**src/rtl/mega_mul_iter_if.sv**
```systemverilog
`default_nettype none
// ============================================================================
// Module      : mega_mul_iter_if
// Description : Request/response bundle between the core and the iterative
//               multiplier.
//                 start, abort, mode[2:0], a, b   core -> multiplier
//                 busy, done, result[2W-1:0],      multiplier -> core
//                 flag_c, flag_z
//               The master modport is the core side; the slave modport is
//               the multiplier side.
// Revision    : 1.0  initial release
// ============================================================================
interface mega_mul_iter_if #(
  parameter int WIDTH = 8
) ();

  logic                 start;
  logic                 abort;
  logic [2:0]           mode;
  logic [WIDTH-1:0]     a;
  logic [WIDTH-1:0]     b;
  logic                 busy;
  logic                 done;
  logic [2*WIDTH-1:0]   result;
  logic                 flag_c;
  logic                 flag_z;

  modport master (
    output start, abort, mode, a, b,
    input  busy, done, result, flag_c, flag_z
  );

  modport slave (
    input  start, abort, mode, a, b,
    output busy, done, result, flag_c, flag_z
  );

endinterface
`default_nettype wire

```
**src/rtl/mega_mul_iter.sv**
```systemverilog
`default_nettype none
// ============================================================================
// Module      : mega_mul_iter
// Description : Iterative shift-add multiplier for the MEGA/XMEGA core.
//               Executes MUL, MULS, MULSU, FMUL, FMULS and FMULSU on
//               WIDTH-bit operands, retiring RADIX_BITS multiplier bits per
//               clock. Result plus C/Z flags are presented with a one-cycle
//               done pulse and held until the next completion.
// Ports       : clk  - core clock, rising edge
//               rst  - asynchronous reset, active low
//               bus  - mega_mul_iter_if.slave (start/abort/mode/a/b in,
//                      busy/done/result/flag_c/flag_z out)
// Revision    : 1.0  initial release
// ============================================================================
module mega_mul_iter #(
  parameter int WIDTH      = 8,
  parameter int RADIX_BITS = 1
) (
  input  logic           clk,
  input  logic           rst,
  mega_mul_iter_if.slave bus
);

  localparam int N_STEPS = WIDTH / RADIX_BITS;
  localparam int CNT_W   = (N_STEPS > 1) ? $clog2(N_STEPS) : 1;
  localparam int ACC_W   = 2 * WIDTH + 1;
  localparam int SUM_W   = WIDTH + RADIX_BITS + 1;

  localparam logic [1:0] S_IDLE = 2'd0;
  localparam logic [1:0] S_RUN  = 2'd1;
  localparam logic [1:0] S_FIN  = 2'd2;

  logic [1:0]           state_q,  state_d;
  logic                 busy_q,   busy_d;
  logic                 done_q,   done_d;
  logic [2*WIDTH-1:0]   result_q, result_d;
  logic                 flag_c_q, flag_c_d;
  logic                 flag_z_q, flag_z_d;
  logic [ACC_W-1:0]     acc_q,    acc_d;
  logic [WIDTH-1:0]     mcand_q,  mcand_d;
  logic [CNT_W-1:0]     cnt_q,    cnt_d;
  logic                 neg_q,    neg_d;
  logic                 frac_q,   frac_d;

  // --------------------------------------------------------------------------
  // Operand decode. Codes 3 and 7 have op_kind 3 and fall through to the
  // unsigned path, i.e. they execute as MUL / FMUL.
  // Negating the minimum value wraps back to 2^(WIDTH-1), which is exactly
  // the required magnitude when read as unsigned.
  // --------------------------------------------------------------------------
  logic [1:0]       op_kind;
  logic             a_signed;
  logic             b_signed;
  logic             a_neg;
  logic             b_neg;
  logic [WIDTH-1:0] a_mag;
  logic [WIDTH-1:0] b_mag;

  always_comb begin
    op_kind  = bus.mode[1:0];
    a_signed = (op_kind == 2'd1) || (op_kind == 2'd2);
    b_signed = (op_kind == 2'd1);
    a_neg    = a_signed & bus.a[WIDTH-1];
    b_neg    = b_signed & bus.b[WIDTH-1];
    a_mag    = a_neg ? (-bus.a) : bus.a;
    b_mag    = b_neg ? (-bus.b) : bus.b;
  end

  // --------------------------------------------------------------------------
  // Right-shifting accumulator: the multiplier sits in the low WIDTH bits and
  // is consumed from the bottom while the partial product grows into the top.
  // The upper WIDTH+1 bits plus one digit*multiplicand always fit in SUM_W,
  // and after the shift the sum lands back in bits [2W:W-R].
  // --------------------------------------------------------------------------
  logic [RADIX_BITS-1:0] digit;
  logic [SUM_W-1:0]      sum;
  logic [ACC_W-1:0]      acc_shift;

  assign digit = acc_q[RADIX_BITS-1:0];
  assign sum   = SUM_W'(acc_q[ACC_W-1:WIDTH]) + (SUM_W'(mcand_q) * SUM_W'(digit));

  generate
    if (WIDTH > RADIX_BITS) begin : g_shift_lo
      assign acc_shift = {sum, acc_q[WIDTH-1:RADIX_BITS]};
    end else begin : g_single_step
      assign acc_shift = sum;
    end
  endgenerate

  // --------------------------------------------------------------------------
  // Completion: apply the sign, then the fractional left shift. C always
  // comes from the signed product before any shift.
  // --------------------------------------------------------------------------
  logic [2*WIDTH-1:0] prod_signed;
  logic [2*WIDTH-1:0] res_final;

  always_comb begin
    prod_signed = neg_q ? (-acc_q[2*WIDTH-1:0]) : acc_q[2*WIDTH-1:0];
    res_final   = frac_q ? {prod_signed[2*WIDTH-2:0], 1'b0} : prod_signed;
  end

  always_comb begin
    state_d  = state_q;
    busy_d   = busy_q;
    done_d   = 1'b0;
    result_d = result_q;
    flag_c_d = flag_c_q;
    flag_z_d = flag_z_q;
    acc_d    = acc_q;
    mcand_d  = mcand_q;
    cnt_d    = cnt_q;
    neg_d    = neg_q;
    frac_d   = frac_q;

    case (state_q)
      S_IDLE: begin
        // abort is meaningless here; start always wins.
        if (bus.start) begin
          state_d = S_RUN;
          busy_d  = 1'b1;
          acc_d   = ACC_W'(b_mag);
          mcand_d = a_mag;
          cnt_d   = '0;
          neg_d   = a_neg ^ b_neg;
          frac_d  = bus.mode[2];
        end
      end
      S_RUN: begin
        if (bus.abort) begin
          state_d = S_IDLE;
          busy_d  = 1'b0;
        end else begin
          acc_d = acc_shift;
          cnt_d = cnt_q + CNT_W'(1);
          if (cnt_q == CNT_W'(N_STEPS - 1)) begin
            state_d = S_FIN;
          end
        end
      end
      S_FIN: begin
        state_d = S_IDLE;
        busy_d  = 1'b0;
        // Abort here suppresses write-back so the previous result survives.
        if (!bus.abort) begin
          done_d   = 1'b1;
          result_d = res_final;
          flag_c_d = prod_signed[2*WIDTH-1];
          flag_z_d = (res_final == '0);
        end
      end
      default: begin
        state_d = S_IDLE;
        busy_d  = 1'b0;
      end
    endcase
  end

  always_ff @(posedge clk or negedge rst) begin
    if (!rst) begin
      state_q  <= S_IDLE;
      busy_q   <= 1'b0;
      done_q   <= 1'b0;
      result_q <= '0;
      flag_c_q <= 1'b0;
      flag_z_q <= 1'b0;
      acc_q    <= '0;
      mcand_q  <= '0;
      cnt_q    <= '0;
      neg_q    <= 1'b0;
      frac_q   <= 1'b0;
    end else begin
      state_q  <= state_d;
      busy_q   <= busy_d;
      done_q   <= done_d;
      result_q <= result_d;
      flag_c_q <= flag_c_d;
      flag_z_q <= flag_z_d;
      acc_q    <= acc_d;
      mcand_q  <= mcand_d;
      cnt_q    <= cnt_d;
      neg_q    <= neg_d;
      frac_q   <= frac_d;
    end
  end

  assign bus.busy   = busy_q;
  assign bus.done   = done_q;
  assign bus.result = result_q;
  assign bus.flag_c = flag_c_q;
  assign bus.flag_z = flag_z_q;

endmodule
`default_nettype wire

```
**src/flat_wrapper.sv**
```systemverilog
// flat-port wrapper written by rule: the top's interface ports become plain ports
module mega_mul_iter_flat 
#(
  parameter int WIDTH      = 8,
  parameter int RADIX_BITS = 1
)
  (clk, rst, bus_start, bus_abort, bus_mode, bus_a, bus_b, bus_busy, bus_done, bus_result, bus_flag_c, bus_flag_z);
  mega_mul_iter_if #(.WIDTH(WIDTH)) bus_i ();
  input  logic clk;
  input  logic rst;
  input wire logic [$bits(bus_i.start)-1:0] bus_start;
  input wire logic [$bits(bus_i.abort)-1:0] bus_abort;
  input wire logic [$bits(bus_i.mode)-1:0] bus_mode;
  input wire logic [$bits(bus_i.a)-1:0] bus_a;
  input wire logic [$bits(bus_i.b)-1:0] bus_b;
  output wire logic [$bits(bus_i.busy)-1:0] bus_busy;
  output wire logic [$bits(bus_i.done)-1:0] bus_done;
  output wire logic [$bits(bus_i.result)-1:0] bus_result;
  output wire logic [$bits(bus_i.flag_c)-1:0] bus_flag_c;
  output wire logic [$bits(bus_i.flag_z)-1:0] bus_flag_z;
  assign bus_i.start = bus_start;
  assign bus_i.abort = bus_abort;
  assign bus_i.mode = bus_mode;
  assign bus_i.a = bus_a;
  assign bus_i.b = bus_b;
  assign bus_busy = bus_i.busy;
  assign bus_done = bus_i.done;
  assign bus_result = bus_i.result;
  assign bus_flag_c = bus_i.flag_c;
  assign bus_flag_z = bus_i.flag_z;
  mega_mul_iter #(.WIDTH(WIDTH), .RADIX_BITS(RADIX_BITS)) u_core (.clk(clk), .rst(rst), .bus(bus_i));
endmodule
```
**config.mk**
```make
export PLATFORM = sky130hd
export DESIGN_NAME = mega_mul_iter_flat
export DESIGN_NICKNAME = d
export VERILOG_FILES = /design/src/rtl/mega_mul_iter_if.sv /design/src/rtl/mega_mul_iter.sv /design/src/flat_wrapper.sv
export SDC_FILE = /design/constraint.sdc
export NUM_CORES = 1
export LEC_CHECK = 0
export ABC_AREA = 1
export CAP_MARGIN = 10
export CORE_ASPECT_RATIO = 2
export CORE_MARGIN = 1
export CORE_UTILIZATION = 32
export CTS_BUF_LIST = sky130_fd_sc_hd__clkbuf_4 sky130_fd_sc_hd__clkbuf_8
export DETAILED_ROUTE_END_ITERATION = 6
export GPL_ROUTABILITY_DRIVEN = 0
export GPL_TIMING_DRIVEN = 0
export PLACE_DENSITY_LB_ADDON = 0.05
export SYNTH_ARGS = -nofsm -noshare
export SYNTH_HDL_FRONTEND = slang
export SYNTH_SLANG_ARGS = --single-unit
```
**constraint.sdc**
```tcl
create_clock -name clk -period 2.4 [get_ports clk]
set_clock_uncertainty 0.1 [all_clocks]
set_input_delay 0.48 -clock clk [delete_from_list [all_inputs] [get_ports clk]]
set_output_delay 0.48 -clock clk [all_outputs]
set_load 0.01 [all_outputs]
```
# Word level (Yosys, flattened, before mapping)

Cells that the tools add are included.
Widths: inputs -> output; s select.

Reductions and logical operators: 9
$add $sub $neg: 5
$lt $le $gt $ge: 0
Multipliers: 1
Div/mod/pow operators: 0
Multiplexer cells: 19
Equality and inequality tests: 9
Bitwise logic cells: 4
Shift-type cells: 0

Operators with widths:

| cell                | number |
|---|---|
| $mux 17             | 2 |
| $pmux 17 s2         | 1 |
| $mux 16             | 2 |
| $logic_not 16->1    | 1 |
| $mux 8              | 2 |
| $neg 16->16         | 1 |
| $neg 8->8           | 2 |
| $add 9x9->10        | 1 |
| $mul 8x1->9         | 1 |
| $reduce_and 2->1    | 4 |
| $mux 2              | 3 |
| $mux 3              | 2 |
| $ne 2x2->1 const B  | 3 |
| $pmux 3 s2          | 1 |
| $eq 2x1->1 const B  | 2 |
| $eq 2x2->1 const B  | 2 |
| $mux 1              | 4 |
| $pmux 2 s2          | 1 |
| $add 3x1->3 const B | 1 |
| $eq 3x3->1 const B  | 1 |
| $ne 3x2->1 const B  | 1 |
| $reduce_and 3->1    | 1 |
| $and 1x1->1         | 2 |
| $logic_not 2->1     | 1 |
| other kinds (5)     | 5 |

RAM bits: 0
Bits in registers: 52
ROM bits: 0
Memories kept: 0
Output and inout bits: 20
Word-level logic and storage cells: 58
Bits in latches: 0
Input port bits: 23

# Longest topological paths before layout

Depth in word-level cells: 5
Depth in mapped cells: 16
Depth with buffers taken out: 15

# Worst setup path after synthesis

Ideal clock, no wire load.

Path type: reg-to-reg
Start: reg u_core.acc_q[0]
End: reg u_core.acc_q[15]
Arrival: 1.796 ns
Period minus slack after synthesis: 2.014 ns
Setup slack: 0.386 ns
Library setup time: 0.117 ns
Cell stages (with the launch flop): 17
Cells stage by stage: dfrtp_1 > buf_6 > nand2_1 > inv_1 > ha_1 > inv_1 > fa_1 > inv_1 > nand3_1 > nand3_1 > a21oi_1 > nor2_1 > o21ai_0 > nand2_1 > nand2_1 > nand3_1 > nand2_1

Cells in the longest elaborated chain, start to end: 4

RTL lines:

| what                   | line                 | RTL |
|---|---|---|
| start, declared        | mega_mul_iter.sv:39  | `logic [ACC_W-1:0] acc_q, acc_d;` |
| start signal, assigned | mega_mul_iter.sv:166 | `acc_q <= '0;` |
| start signal, assigned | mega_mul_iter.sv:178 | `acc_q <= acc_d;` |
| $mul 8x1->9            | mega_mul_iter.sv:80  | `assign sum = SUM_W'(acc_q[ACC_W-1:WIDTH]) + (SUM_W'(mcand_q) * SUM_W'(digit));` |
| $add 9x9->10           | mega_mul_iter.sv:80  |  |
| $mux 17                | mega_mul_iter.sv:129 | `if (bus.abort) begin` |
| $pmux 17 s2            | mega_mul_iter.sv:115 | `case (state_q)` |

No other way between the ends. The select of a mux whose other input is x is not followed.
A chain may end at the register's enable or synchronous reset.

# Final worst setup path

Ends and elaborated chain as after synthesis.

==> results.txt <==
----------------------------------------------------
[Power]
  Power density over the cells ... 1136 nW/um^2
  Share of total power in combinational logic ... 0.568
  Sw Pwr ... 0.002158 W
  Total power ... 0.004661 W
  Pleak ... 2.066 nW
  Clock share of power ... 0.110
  Design internal power ... 0.002503 W
  Sequential share of power ... 0.321
  Net switching share of the total power ... 0.4630
  Maximum ir drop on the vdd rail ... 0.0003339 V

[Synthesis]
  Basic-gate share of the synthesized area counting and, or, nand and nor cells ... 0.3157
  Part of the Yosys area used for sequential elements ... 0.3853
  Synth Net Count ... 523
  Mean area per synthesized cell ... 6.963 sq um
  Mapped Cells ... 485
  Post-synthesis share of cell area spent on xor and xnor gates ... 0.01815
  Share of cell area taken by muxes after synthesis ... 0
  Post-synthesis share of cell area spent on full adders, half adders and majority gates ... 0.05780
  Post-synth cell types ... 32
  Dominant combinational cell family by area after synthesis ... simple AND/OR/NAND/NOR gates
  Number of register bits inferred by synthesis ... 52
  Yosys warns ... 0
  Post-synthesis instance area ... 3377 sq um
  Share of the synthesized area in compound gates (AO/OA/AOI/OAI) ... 0.1312

[Placed design]
  Count of port buffers added during placement ... 42
  # placed instances ... 663
  HPWL Detailed ... 7619 um

[Setup path]
  CP top delay family ... simple AND/OR/NAND/NOR gates
  Worst setup path category ... flop to flop
  Capturing point of the worst reg2reg path ... u_core.acc_q[15]$_DFFE_PN0P_
  Worst reg-to-reg path cell count ... 16
  Nature of the critical path startpoint ... flop
  Crit. Startpoint ... u_core.acc_q[0]$_DFFE_PN0P_
  Critical-path maximum fanout ... 5
  Worst-path cell chain ... buf_6 > nand2_1 > inv_1 > ha_2 > inv_1 > fa_1 > inv_2 > nand3_2 > nand3_2 > a21oi_1 > nor2_1 > o21ai_1 > nand2_1 > nand2_1 > nand3_1 > nand2_1
  CP endpoint ... u_core.acc_q[15]$_DFFE_PN0P_
  Reg2Reg Setup Slack ... 130 ps
  WP depth ... 16
  FF-to-FF Start ... u_core.acc_q[0]$_DFFE_PN0P_
  CP max stage delay ... 370 ps
  CP most frequent cell ... sky130_fd_sc_hd__nand2_1
  Critical Path End Type ... flop
  Buffer and inverter count on the worst path ... 4
  Endpoint arrival time on the critical path ... 2380 ps
  Data required time at the worst endpoint ... 2510 ps
  Master of the slowest instance on the critical path ... sky130_fd_sc_hd__fa_1

[Layout]
  Commonest cells after routing, fill and taps aside ... sky130_fd_sc_hd__nand2_1, sky130_fd_sc_hd__inv_1, sky130_fd_sc_hd__nand3_1
  Number of nets in the layout ... 576
  Fill count ... 1142
  Area occupied by multi-input gates ... 1784 sq um
  Layout overhead on the synthesized area ... 21.53%
  Fraction of final layout cells with drive strength greater than 1 ... 0.06691
  Number of diodes ... 0
  Final standard cell count with taps included and fillers excluded ... 673
  Flip-flop and latch area ... 1301 sq um
  Most frequent standard cell in the layout excluding fill and tap cells ... sky130_fd_sc_hd__nand2_1

[Clock network]
  Clock Sinks ... 52
  TritonCTS Buffers ... 5
  CTS H-tree depth ... 2
  # hold bufs at CTS ... 0
  Clock slew at the register clock pins of the worst setup and hold paths ... 100 ps
  Later-pin clock latency in the skew report ... 310 ps
  CTS tree ... yes
  Clk buf depth ... 2
  Clk Tree Root Cell ... sky130_fd_sc_hd__clkbuf_8

[Timing]
  Maximum achievable frequency ... 0.4413 GHz
  Max transition margin ... 0.6420
  Tightest hold margin ... 30.35 ps
  Total count of hold-check failures in the final report ... 0
  Final-report max-slew violation count ... 0
  Slew at the pin with the worst max-slew slack ... 537.0 ps
  Final cycle utilization of the critical path ... 0.9443
  Final setup violating endpoints ... 0
  Final min period ... 2266 ps

[Global route]
  Global router's overall resource usage ... 0.1829
  Via count of the first global-routing pass ... 3325
  Antenna violations before repair ... 0
  Global-route wire length before repair ... 15210 um
  Pin count of the biggest net entering global routing ... 31
  Global route overflow ... 0

[Floorplanning]
  Starting Density ... 0.3306
  Total number of placement rows ... 52
  Core area ... 10210 sq um
  Die Height ... 147.3 um
  Floorplan die width ... 74.64 um
  Die area ... 10990 sq um
  I/O pin count ... 43

[Routing]
  Via density per instance ... 4.804
  WL/cell ... 13.60 um
  Final routed DRC violation total ... 0
  Vias ... 3233
  DRT iter0 DRCs ... 97
  Drt first pass iters ... 4
  Remaining antenna violation count ... 0
  Final wirelength ... 9150 um

[Run]
  Number of max-capacitance violations reported ... 0

[Worst hold path]
  Min-delay worst type ... input port to asynchronous set/reset pin

[Outcome]
  Result of the run ... completed

----------------------------------------------------
[cell usage after synthesis (all sizes together)]
library cell	count	area, sq um
o211ai	5	37.54
a22o	2	17.52
o31ai	1	7.510
xor2	7	61.31
o21bai	1	7.510
clkbuf	5	18.77
clkinv	1	3.750
nand2	155	586.8
dfrtp	52	1301
nor2	34	137.6
a22oi	1	7.510
buf	9	58.80
fa	1	20.02
a21oi	16	80.08
o21ai	46	230.2
o22ai	4	25.02
inv	61	229.0
o21a	2	15.01
nand3	56	285.3
ha	14	175.2
a31oi	1	6.260
nand4	5	31.28
o221ai	1	8.760
nor3	5	25.02
[routing by layer]
metal  track usage  wire (um)  vias up
met3       0.02538        225       24
met2        0.3689       5423       67
met5             0          0        -
met1        0.1610       3162     1460
li1              -          -     1682
met4       0.09245        338        0
[power by group through the flow]
| stage | Clock [W] | Combinational (W) | Sequential [W] |
|---|---|---|---|
| floorplan | 0 | 0.00172 | 0.00153 |
| global route | 0.000566 | 0.00304 | 0.00155 |
| CTS | 0.000537 | 0.00264 | 0.00150 |
| finish | 0.000513 | 0.00265 | 0.00150 |
| detailed placement | 0 | 0.00263 | 0.00152 |
| global placement | 0 | 0.00261 | 0.00151 |
[worst reg2reg max path, stage by stage (launching register included)]
cell	delay, ps
sky130_fd_sc_hd__dfrtp_1	350
sky130_fd_sc_hd__buf_6	120
sky130_fd_sc_hd__nand2_1	60
sky130_fd_sc_hd__inv_1	50
sky130_fd_sc_hd__ha_2	200
sky130_fd_sc_hd__inv_1	60
sky130_fd_sc_hd__fa_1	370
sky130_fd_sc_hd__inv_2	90
sky130_fd_sc_hd__nand3_2	80
sky130_fd_sc_hd__nand3_2	80
sky130_fd_sc_hd__a21oi_1	80
sky130_fd_sc_hd__nor2_1	170
sky130_fd_sc_hd__o21ai_1	110
sky130_fd_sc_hd__nand2_1	80
sky130_fd_sc_hd__nand2_1	50
sky130_fd_sc_hd__nand3_1	70
sky130_fd_sc_hd__nand2_1	50
[cell families (layout without fill, tap and decap cells)]
| group | count (synthesis) | after routing |
|---|---|---|
| xor+xnor | 7 | 7 |
| fa+ha+maj | 15 | 15 |
| simple gates | 255 | 255 |
| buf+inv | 76 | 129 |
| compound gates | 80 | 80 |
| flops | 52 | 52 |
[repair_timing]
| action | CTS | global route |
|---|---|---|
| endpoints found under the setup margin | 1 | 2 |
| resized for setup | 2 | 5 |
| pin swaps | 0 | 1 |
| gates cloned | 0 | 0 |
| setup buffers | 0 | 3 |
[area by class of cell]
type / count / share of cell area
well taps: 135 / 0.04116
inverters: 62 / 0.05671
clock buffers: 6 / 0.01860
multi-input cells: 357 / 0.4348
plain buffers: 14 / 0.01890
repair buffers: 46 / 0.1116
clock inverters: 1 / 0.001220
flip-flops and latches: 52 / 0.3171
[flip-flops by register name, indices dropped and copies added (netlist names)]
signal / count
u_core.acc_q: 17
u_core.bus.busy: 1
u_core.bus.done: 1
u_core.bus.flag_c: 1
u_core.bus.flag_z: 1
u_core.bus.result: 16
u_core.cnt_q: 3
u_core.frac_q: 1
u_core.mcand_q: 8
u_core.neg_q: 1
u_core.state_q: 2
[how the worst min path moves through the flow]
| stage | slack (ps) | cells after the start | to |
|---|---|---|---|
| after floorplan | 80 | 0 | u_core.acc_q[0]$_DFFE_PN0P_ |
| after global placement | 360 | 2 | u_core.bus.busy$_DFFE_PN0P_ |
| after detailed placement | 360 | 2 | u_core.bus.result[8]$_DFFE_PN0P_ |
| after CTS | 50 | 1 | u_core.bus.result[0]$_DFFE_PN0P_ |
| after global routing | 70 | 1 | u_core.bus.result[0]$_DFFE_PN0P_ |
| final | 30 | 1 | u_core.bus.result[0]$_DFFE_PN0P_ |
[per-stage QoR]
stage / cell area, sq um / TNS [ps] / setup slack (ps) / utilization
floorplan: 3377 / 0 / 386.5 / -
global placement: 3966 / -49910 / -961.5 / 0.3883
detailed placement: 3981 / -188.3 / -82.63 / 0.3898
CTS: 4065 / 0 / 18.55 / 0.3980
global route: 4104 / -21.35 / -11.28 / 0.4018
finish: 4104 / 0 / 133.7 / 0.4018
Note: power is estimated with default switching activity, not from simulation.
==> patch (same flow settings) <==
`WIDTH` is set to 8 in 3 places; all go to 4.
--- a/src/rtl/mega_mul_iter_if.sv
+++ b/src/rtl/mega_mul_iter_if.sv
@@ -13,3 +13,3 @@
 interface mega_mul_iter_if #(
-  parameter int WIDTH = 8
+  parameter int WIDTH = 4
 ) ();
--- a/src/rtl/mega_mul_iter.sv
+++ b/src/rtl/mega_mul_iter.sv
@@ -15,3 +15,3 @@
 module mega_mul_iter #(
-  parameter int WIDTH      = 8,
+  parameter int WIDTH      = 4,
   parameter int RADIX_BITS = 1
--- a/src/flat_wrapper.sv
+++ b/src/flat_wrapper.sv
@@ -3,3 +3,3 @@
 #(
-  parameter int WIDTH      = 8,
+  parameter int WIDTH      = 4,
   parameter int RADIX_BITS = 1
Interface: changed (resized bus_a, bus_b and bus_result); port bits go from 43 to 27. The function was not compared with the original's and may differ.
==> patch against the original RTL <==
  * Synthesized area down 46%
  * Worst setup slack improved by 0.31 ns
  * Hold slack improved by 0.11 ns
  * Count of clock-buffer cells in the layout is 1 higher
  * Final area shrank 45%
  * Largest cell class unchanged
  * Sequential cell count down 21
  * Die area fell by 45%
  * Routed wire length is 53% lower
  * Global-route usage down 1.7 points
  * Fmax grew 16%
  * Utilization is 0.90 points higher
  * Power fell by 52%
  * Combinational power decreased by 62%
==> patch: results (changes against the original RTL) <==
| Metric | Value |
|---|---|
| CTS clock-pin slew for the worst setup and hold paths | 0.07 ns (-0.03 ns) |
| ANT cells | 0 (unchanged) |
| Latest clock arrival within the worst-skew pair | 0.29 ns (-0.02 ns) |
| Ratio of cells with drive above 1 in the final layout | 8.82% (+2.1 points) |
| Grt met3 use | 3.56% (+1.0 points) |
| Clock buffer depth | 2 (unchanged) |
| Met1 Use GR | 13.3% (-2.8 points) |
| Nets | 296 (-49%) |
| Via-to-Cell Ratio | 4.75 (-1.1%) |
| All-Layer GR Usage | 16.6% (-1.7 points) |
| List of most frequent post-synthesis cells | nand2_1 (73), dfrtp_1 (31), inv_1 (29) |
| First-pass GRT wire length | 7400 um (-51%) |
| CP arrival | 2.03 ns (-0.35 ns) |
| Outcome | finished, final reports clean |
| Hold Crit Class | primary input to async pin |
| Syn_nets | 263 (-50%) |
| Worst setup SP type | register |
| CP peak stage delay | 0.46 ns (+0.09 ns) |
| Initial antenna violation count | 0 (unchanged) |
| CP max-delay cell | dfrtp_1 |
| YS warnings | 0 (unchanged) |
| Clk root buf | clkbuf_8 |
| Commonest register cell after synthesis | dfrtp_1 |
| R2R cell count | 10 (-6) |
| CTS buffer count | 5 (unchanged) |
| Sw frac | 40.8% (-5.5 points) |
| Largest net degree at the start of global routing | 32 (+3.2%) |
| Met2 Use GR | 35.6% (-1.3 points) |
| Register with the most flip-flops | u_core.acc_q |
| Placed insts | 324 (-51%) |
| CTS H-tree lvls | 2 (unchanged) |
| Sequential area share after synthesis | 42.5% (+3.9 points) |
| Syn_area_per_cell | 7.68 um2 (+10%) |
| Post-CTS setup buffers | 0 (unchanged) |
| Ys async rst share | 100% (unchanged) |
| Actual slew at the worst max-slew pin | 0.724 ns (+0.187 ns) |
| First-pass DRT Iterations | 4 (unchanged) |
| Initial drt markers | 41 (-58%) |
| PortBufs | 26 (-38%) |
| Top cells by area, synth | dfrtp_1 (42%), nand2_1 (15%), ha_1 (6.2%) |
| Hpwl dp | 3490 um (-54%) |
| CP max FO | 6 (+1) |
| Avg WL per Cell | 13.0 um (-4.3%) |
| Vias in the first global route | 1,628 (-51%) |
| Post-CTS resize count | 0 (-2) |
| Cell variety after synth | 29 (-9.4%) |
| Non-filler instance count after layout | 332 (-51%) |
| # fillers | 590 (-48%) |
| VDD IR-drop max | 505 uV (+51%) |
| Max reg flops | 9 (-8) |
| Leak | 0.00115 uW (-44%) |
[patch: cell count changes after synthesis, sizes merged, moves of 8 or more]
cell,unedited run,this run
inv,61,33
nor2,34,16
a21oi,16,8
dfrtp,52,31
nand3,56,20
o21ai,46,20
nand2,155,77
[patch: area by class of cell]
cell class,instances,area [um2],share of cell area (%)
tap,60,75.1,3.34
inverter,33,124,5.52
multi-input combinational,169,888,39.6
clock inverter,1,5.00,0.223
clock buffer,7,83.8,3.73
timing repair buffer,26,255,11.4
sequential,31,776,34.5
buffer,5,38.8,1.73
[patch: final timing paths]
path                                             end            startpoint  slack, ns
worst max-delay path                 u_core.acc_q[7]       u_core.acc_q[0]       0.44
worst min-delay path                    u_core.neg_q                   rst       0.14
worst max register to register       u_core.acc_q[7]       u_core.acc_q[0]       0.44
worst min register to register  u_core.bus.result[2]  u_core.bus.result[2]       0.38
max in group asynchronous            u_core.acc_q[8]                   rst       1.59
min in group clk                u_core.bus.result[2]  u_core.bus.result[2]       0.38
[patch: cells by family (layout without fill, tap and decap cells)]
logic type	Yosys count	count (layout)	share of synthesized area [%]
AND/OR/NAND/NOR	116	116	27.1
XOR/XNOR	3	3	1.44
buffers and inverters	38	72	8.90
flip-flops	31	31	42.5
adder cells (fa/ha/maj)	10	10	7.26
AO/OA/AOI/OAI	40	40	12.9
[patch: power groups by stage]
stage / clock, uW / sequential, uW / combinational [uW]
4_1_cts: 451 / 817 / 1030
6_report: 431 / 816 / 1000
3_3_place_gp: 0 / 823 / 1020
5_1_grt: 468 / 840 / 1160
2_1_floorplan: 0 / 827 / 669
3_5_place_dp: 0 / 826 / 1030
[patch: per-stage QoR]
stage	power (uW)	instance area, um2	worst slack [ns]
after floorplan	1500	1830	0.624
after global placement	1840	2160	0.0674
after detailed placement	1850	2160	0.259
after CTS	2300	2250	0.434
after global routing	2470	2250	0.267
final	2250	2250	0.442
[patch: critical path, delay by kind of cell, from the launching register on]
kind | cells | cell delay, ns
buffers and inverters | 1 | 0.04
adder cells (fa/ha/maj) | 2 | 0.66
flip-flops | 1 | 0.46
AND/OR/NAND/NOR | 5 | 0.35
AO/OA/AOI/OAI | 2 | 0.23
[patch: per-layer routing]
metal,wire length (um),vias up
met5,0,-
met4,96,0
met3,99,7
met2,2720,19
met1,1410,717
li1,-,835
